## src/rtl/mod_503_pkg.sv

```systemverilog
// Shared definitions for the mod-503 residue sequencer: modulus, residue width,
// FSM state encoding and the 2^k mod 503 helper used to build fold weights.
package mod_503_pkg;

  localparam int RES_W = 9;
  localparam logic [RES_W-1:0] MOD_503 = 9'd503;

  typedef enum logic [1:0] {
    IDLE,
    RUN,
    DONE
  } state_t;

  function automatic logic [RES_W-1:0] pow2_mod(input int k);
    int r;
    r = 1;
    for (int i = 0; i < k; i++) begin
      r = (r * 2) % int'(MOD_503);
    end
    return RES_W'(r);
  endfunction

endpackage

```

## src/rtl/mod_503_step.sv

```systemverilog
// One Horner step of the residue reduction: (acc*2^W + chunk) mod 503, purely
// combinational. Valid for acc < 503 and 9 <= W <= 60.
module mod_503_step
  import mod_503_pkg::*;
#(
  parameter int W       = 30,
  parameter int MODULUS = int'(MOD_503)
) (
  input  logic [RES_W:1] acc,
  input  logic [W:1]     chunk,
  output logic [RES_W:1] acc_next
);

  localparam int VW    = W + RES_W;
  localparam int NLIMB = (VW + RES_W - 1) / RES_W;
  localparam int PW    = NLIMB * RES_W;

  logic [PW-1:0] v;
  logic [23:0]   s1;
  logic [13:0]   s2;
  logic [9:0]    s3;

  // Three folds: weighted limb sum, then two 2^9 == 9 folds bring the value
  // below 2*503 so a single conditional subtract finishes the job.
  always_comb begin
    v  = PW'({acc, chunk});
    s1 = '0;
    for (int k = 0; k < NLIMB; k++) begin
      s1 = s1 + 24'(v[k*RES_W +: RES_W]) * 24'(pow2_mod(k * RES_W));
    end
    s2 = 14'(s1[8:0])
       + 14'(s1[17:9])  * 14'(pow2_mod(RES_W))
       + 14'(s1[23:18]) * 14'(pow2_mod(2 * RES_W));
    s3 = 10'(s2[8:0]) + 10'(s2[13:9]) * 10'(pow2_mod(RES_W));
    if (s3 >= 10'(MODULUS)) begin
      acc_next = RES_W'(s3 - 10'(MODULUS));
    end else begin
      acc_next = s3[8:0];
    end
  end

endmodule

```

## src/rtl/x_300_mod_503_seq.sv

```systemverilog
// Multi-cycle X mod 503 sequencer: accepts a 300-bit operand, consumes it MSB-first
// one W-bit chunk per clock through a shared Horner step, then presents the residue.
module x_300_mod_503_seq
  import mod_503_pkg::*;
#(
  parameter int N_BITS  = 300,
  parameter int W       = 30,
  parameter int MODULUS = int'(MOD_503)
) (
  input  logic              clk,
  input  logic              rst,
  input  logic              in_valid,
  output logic              in_ready,
  input  logic [N_BITS:1]   X,
  output logic              out_valid,
  input  logic              out_ready,
  output logic [RES_W:1]    R,
  output logic              busy
);

  localparam int NCHUNK = (N_BITS + W - 1) / W;
  localparam int SHW    = NCHUNK * W;
  localparam int CNT_W  = (NCHUNK > 1) ? $clog2(NCHUNK) : 1;
  localparam logic [CNT_W-1:0] LAST = CNT_W'(NCHUNK - 1);

  state_t state, state_next;

  logic [SHW-1:0]   sh;
  logic [RES_W:1]   acc;
  logic [RES_W:1]   acc_next;
  logic [CNT_W-1:0] cnt;
  logic             last_chunk;

  assign last_chunk = (cnt == LAST);

  mod_503_step #(
    .W       (W),
    .MODULUS (MODULUS)
  ) u_step (
    .acc      (acc),
    .chunk    (sh[SHW-1 -: W]),
    .acc_next (acc_next)
  );

  always_ff @(posedge clk) begin
    if (rst) begin
      state <= IDLE;
    end else begin
      state <= state_next;
    end
  end

  // Handshake outputs decode straight from state so they never depend on inputs.
  always_comb begin
    state_next = state;
    in_ready   = 1'b0;
    out_valid  = 1'b0;
    busy       = 1'b0;
    case (state)
      IDLE: begin
        in_ready = 1'b1;
        if (in_valid) begin
          state_next = RUN;
        end
      end
      RUN: begin
        busy = 1'b1;
        if (last_chunk) begin
          state_next = DONE;
        end
      end
      DONE: begin
        busy      = 1'b1;
        out_valid = 1'b1;
        if (out_ready) begin
          state_next = IDLE;
        end
      end
      default: state_next = IDLE;
    endcase
  end

  // Zero-extending X into sh pads the MSB chunk, so the first chunk out is the top one.
  always_ff @(posedge clk) begin
    if (rst) begin
      sh  <= '0;
      acc <= '0;
      cnt <= '0;
      R   <= '0;
    end else begin
      case (state)
        IDLE: begin
          if (in_valid) begin
            sh  <= SHW'(X);
            acc <= '0;
            cnt <= '0;
          end
        end
        RUN: begin
          acc <= acc_next;
          sh  <= sh << W;
          cnt <= cnt + CNT_W'(1);
          if (last_chunk) begin
            R <= acc_next;
          end
        end
        default: ;
      endcase
    end
  end

endmodule
```

## config.mk

```make
export PLATFORM = sky130hd
export DESIGN_NAME = x_300_mod_503_seq
export DESIGN_NICKNAME = d
export VERILOG_FILES = /design/src/rtl/mod_503_pkg.sv /design/src/rtl/mod_503_step.sv /design/src/rtl/x_300_mod_503_seq.sv
export SDC_FILE = /design/constraint.sdc
export NUM_CORES = 1
export LEC_CHECK = 0
export ABC_AREA = 1
export ABC_CLOCK_PERIOD_IN_PS = 10400
export BUFFER_PORTS_ARGS = -buffer_cell sky130_fd_sc_hd__buf_2
export CORE_AREA = 2 2 289 291
export DETAILED_ROUTE_END_ITERATION = 6
export DIE_AREA = 0 0 291 293
export PLACE_DENSITY_LB_ADDON = 0.08
export SLEW_MARGIN = 0
export SYNTH_ARGS = -nofsm -noshare
export SYNTH_HDL_FRONTEND = slang
export SYNTH_SLANG_ARGS = --single-unit
```

## constraint.sdc

```tcl
create_clock -name clk -period 10.4 [get_ports clk]
set_input_delay 0.52 -clock clk [delete_from_list [all_inputs] [get_ports clk]]
set_output_delay 0.52 -clock clk [all_outputs]
set_load 0.05 [all_outputs]
```

======== Word-level counts from Yosys, hierarchy flattened ========
Index checks and enable logic that the tools add are counted.
storage, ports and cells
  logic and storage cells ................. 48
  flip-flop bits (word level) ............. 324
  output and inout bits ................... 12
  bits of input ports ..................... 304
cells by class
  reductions and logical operators ........ 6
  multiplexer cells ....................... 14
  multipliers ............................. 7
  $lt $le $gt $ge ......................... 1
  eq/ne operators ......................... 6
  add/subtract/negate cells ............... 9
operator list
  cell                    number
  $pmux W300 S2           1
  $mux W300               1
  $mul A9 B7 Y16 const B  2
  $add A9 B13 Y14         2
  $mul A9 B4 Y13 const B  2
  $add A24 B16 Y24        1
  $add A24 B17 Y24        1
  $add A24 B8 Y24         1
  $mux W9                 2
  $pmux W9 S2             1
  $add A14 B13 Y14        1
  $mul A6 B7 Y13 const B  1
  $add A9 B9 Y10          1
  $ge A10 B9 Y1 const B   1
  $mul A5 B4 Y9 const B   1
  $sub A9 B9 Y9 const B   1
  $pmux W4 S2             1
  $mul A3 B4 Y7 const B   1
  $mux W2                 3
  $ne A2 B2 Y1 const B    3
  $pmux W2 S3             1
  $add A4 B1 Y4 const B   1
  $eq A4 B4 Y1 const B    1
  $mux W4                 1
  8 further kinds         11

======== Depth between registers and ports, before layout ========
  word-level depth ........................ 13
  gate-level depth with buffers ........... 61
  depth with buffers taken out ............ 61

======== By module ========
Synthesis repeated with hierarchy kept, for this count alone.
second synthesis, totals
  cells, all modules ...................... 2505
  area total of the unflattened synthesis .. 19976.7 µm²
modules (own cells, without submodules)
  module             cells each  sequential area each (µm²)  instances  area an instance (µm²)
  x_300_mod_503_seq  1770        6486.2                      1          14350.0
  mod_503_step       735         0.0                         1          5626.6

======== Worst setup path before layout ========
OpenSTA, ideal clock, no wires.
  kind .................................... flip-flop to flip-flop
  start point ............................. register sh[299]
  end point ............................... register R[2] in the netlist's numbering
  arrival ................................. 11.019 ns
  path slack .............................. -0.728 ns
  stages on the path, launching flop included .. 59
  period minus slack after synthesis ...... 11.128 ns
  library setup time ...................... 0.109 ns
  data required time ...................... 10.291 ns
  path buffers ............................ 0
  cell sequence ........................... dfxtp_1 -> inv_1 -> fa_1 -> inv_1 -> ha_1 -> ha_1 -> fa_1 -> ha_1 -> inv_1 -> o21bai_1 -> a31oi_1 -> o21ai_0 -> xor2_1 -> inv_1 -> ha_1 -> ha_1 -> fa_1 -> fa_1 -> (+23 left out) -> inv_1 -> fa_1 -> inv_1 -> ha_1 -> inv_1 -> nand2_1 -> nand3_2 -> nand2_1 -> nand2_1 -> nand2_2 -> nor2_4 -> nand3_4 -> nand3_4 -> nand2_1 -> nand2_1 -> nand2_1 -> nand2_1 -> inv_1
on the way
  word-level cells in the longest chain between the ends .. 10
  elaborated cells between the ends (all ways) .. 12
  those cells by class .................... add/sub: 6; mul: 4; order compare: 1; mux: 1
ends and longest elaborated chain
  element                                                line                                    RTL
  start: declaration                                     x_300_mod_503_seq.sv:28                 logic [SHW-1:0] sh;
  start signal: assignment                               x_300_mod_503_seq.sv:94                 sh <= SHW'(X);
  start signal: assignment                               x_300_mod_503_seq.sv:101                sh <= sh << W;
  $mul A9 B7 Y16 *                                       mod_503_step.sv:29                      s1 = s1 + 24'(v[k*RES_W +: RES_W]) * 24'(pow2_mod(k * RES_W));
  $add A24 B17 Y24 *                                     mod_503_step.sv:29
  $add A24 B8 Y24 *                                      mod_503_step.sv:29
  $mul A9 B4 Y13                                         mod_503_step.sv:32                      + 14'(s1[17:9]) * 14'(pow2_mod(RES_W))
  $add A9 B13 Y14                                        mod_503_step.sv:32
  $add A14 B13 Y14 *                                     mod_503_step.sv:33                      + 14'(s1[23:18]) * 14'(pow2_mod(2 * RES_W));
  $mul A5 B4 Y9                                          mod_503_step.sv:34                      s3 = 10'(s2[8:0]) + 10'(s2[13:9]) * 10'(pow2_mod(RES_W));
  $add A9 B9 Y10 *                                       mod_503_step.sv:34
  $sub A9 B9 Y9 / $ge A10 B9 Y1 (equally long branches)  mod_503_step.sv:36, mod_503_step.sv:35
  $mux W9 *                                              mod_503_step.sv:35                      if (s3 >= 10'(MODULUS)) begin
  end signal: assignment                                 x_300_mod_503_seq.sv:104                R <= acc_next;
  end: declaration                                       x_300_mod_503_seq.sv:17                 output logic [RES_W:1] R,
Every way passes the cells marked *; elsewhere a longest branch is shown, timed or not.
A chain may end at the register's enable or synchronous reset.

======== Worst setup path in the final report ========
  start point ............................. register sh[299]
  end point ............................... register R[5] in the netlist's numbering
Same word-level chain as after synthesis.

==> reports/qor.yml <==
run_status:
  status: "complete, but fails checks"
  violations: "setup timing"
timing:
  slew_headroom_pct: 26.1
  setup_violations: 18
  tightest_slew_ps: 1110
  fin_worst_skew_ps: 41.8
  hold_viol: 0
  fin_crit_ps: 10890
  fin_tns_setup_ps: -8230
  fmax_mhz: 91.8
  grt_setup_unrepaired: "true"
  report.final.slew_viol_count: 0
  fin_ws_ps: -494
  timing.final.crit_share_pct: 105
synth:
  yosysWarningCount: 0
  ys_types: 43
  ys_seq_area_share_pct: 34.5
  syn_inst: 2470
  syn-num-nets: 3027
  synth_area_sq_um: 18800
  ys_ff_latch: 324
  synth_edf_count: 0
  async_flop_share_pct: 0
  synth_largest_area_cell: "dfxtp_1"
  avgSynthCellArea_sq_um: 7.61
  synth_ff_type: "dfxtp_1"
  netlist_top_cells_area: "dfxtp_1 (34%), nand2_1 (17%), ha_1 (13%)"
  synth_top_cell_area_share_pct: 34.5
clock_network:
  cts_tree: "built"
  path_clk_slew_ps: 60
  htreeDepth: 2
  cts_buffers: 42
  cts_buffer_depth: 3
  clockRootBuffer: "clkbuf_16"
  ctsHoldBuffers: 0
  insertion_delay_ps: 580
  cts_sinks: 324
grt:
  grt_pass1_vias: 17900
  grt_pass1_wl_mm: 104
  grt_max_degree: 198
  grt_usage_pct: 15.5
  grt_antenna_before_repair: 35
  globalRoute.totalOverflow: 0
worst_setup_path:
  slowest_delay_ps: 560
  critPathLaunchType: "flop"
  path_class: "flop to flop"
  cp_max_fo: 7
  worst_ep_arrival_time_ps: 11340
  end_kind: "flop"
  cp.required_ps: 10840
  worst_path_max_delay_cell: "fa_1"
route:
  num_vias: 17700
  drt-total-wl_mm: 67.8
  wire_per_inst_microns: 17.1
  drcViolationCount: 0
  drt-initial-drc-count: 814
  viasPerCell: 4.45
  dr.pass1.iters: 5
  ant_nets: 0
floorplanning:
  core-area_sq_um: 81800
  dieArea_sq_um: 85300
  fp.dieH_microns: 293
  rows: 105
  ios: 316
  dieWidth_microns: 291
  initial_core_util_pct: 23.0
final_layout:
  fin_area_sq_um: 25000
  drive_gt1_share_pct: 26.2
  nets: 3413
  area_growth_pct: 32.8
  stdcell_count: 3966
min_path:
  min_path_type: "input pin to flop"
placed_design:
  dp.cells: 3858
  gp_congestion: 0.809
  port_buffers: 315
  dpl.hpwl_mm: 50.1
  dpl_cell_area_sq_um: 22500
  dp_slack_ps: -958
job:
  cap_violations: 0
## per-stage QoR
| step | utilization, % | hold WS, ps |
|---|---|---|
| 2_1_floorplan | - | 441 |
| 3_3_place_gp | 27.5 | 449 |
| 3_5_place_dp | 27.5 | 454 |
| 4_1_cts | 29.8 | 137 |
| 5_1_grt | 30.5 | 157 |
| 6_report | 30.5 | 185 |
## logic make-up after synthesis
family	count (synthesis)	share of synthesized area [%]
compound gates	538	16.7
xor+xnor	51	2.42
fa+ha+maj	253	19.2
buf+inv	350	7.19
flops	324	34.5
simple gates	954	20.0
## placed cells by master (no fill, tap or decap), types with 27 or more instances in the layout
master,n
a21oi_1,74
a31oi_1,270
buf_2,314
buf_4,168
clkbuf_16,42
dfxtp_1,319
fa_1,54
ha_1,150
ha_4,42
inv_1,174
nand2_1,828
nand2_2,39
nor2_1,27
o21ai_0,134
## critical path, delay by kind of cell, from the launching register on
| kind | cells | cell delay, ps |
|---|---|---|
| simple gates | 13 | 1330 |
| xor+xnor | 2 | 390 |
| flops | 1 | 360 |
| compound gates | 7 | 1070 |
| buf+inv | 12 | 960 |
| fa+ha+maj | 19 | 6690 |
## registers in the layout (all words and copies together), names as in the netlist
| signal | count |
|---|---|
| state | 2 |
| sh | 300 |
| R | 9 |
| cnt | 4 |
| acc | 9 |
## cell type report
class	instances	area, sq um
Fill cell	8913	56900
Clock inverter	19	240
Multi-Input combinational cell	1796	12000
Timing Repair Buffer	490	2940
Inverter	202	772
Sequential cell	324	6490
Clock buffer	56	1190
Tap cell	1070	1340
Antenna cell	9	22.5
## path summary, 6_finish.rpt
kind	from	endpoint	slack [ps]	cells after the start
worst min-delay path	X[17]	sh[16]$_SDFFE_PP0P_	180	3
worst max register to register	sh[299]$_SDFFE_PP0P_	R[5]$_SDFFE_PP0P_	-490	53
worst max-delay path	sh[299]$_SDFFE_PP0P_	R[5]$_SDFFE_PP0P_	-490	53
worst min register to register	sh[28]$_SDFFE_PP0P_	sh[28]$_SDFFE_PP0P_	460	2
## repair_timing
item,4_1_cts,5_1_grt
setup buffers,14,10
gates cloned,0,0
gates resized for setup,61,87
setup endpoints to repair,18,18
pin swaps,69,72
## synthesized netlist by cell type, types with 3 or more instances
library cell  number
o21ai_0          141
nand2_1          858
o2111ai_1          3
dfxtp_1          324
o211ai_1           3
nand3_1           20
buf_2             22
buf_1              8
nand2_2           14
ha_1             194
nand4_1           11
nor2_1            32
nor2_4             3
clkbuf_1         116
a21oi_2            7
xor2_1            34
xnor2_1           16
nand3_2            3
a21oi_1           87
fa_1              59
a31oi_1          273
nor3_1             6
inv_1            194
o21bai_1          10
inv_2              7
## per-layer routing
| layer | GRT usage [%] | up-vias | share of wire [%] |
|---|---|---|---|
| met4 | 3.26 | 46 | 1.9 |
| met1 | 21.0 | 8186 | 47 |
| li1 | - | 9013 | - |
| met3 | 4.15 | 116 | 5.5 |
| met5 | 0 | - | 0.41 |
| met2 | 24.5 | 303 | 45 |
Power is left out: the tool's default activity adds up to more than one toggle a clock period on the data nets, which glitch-free logic cannot reach.
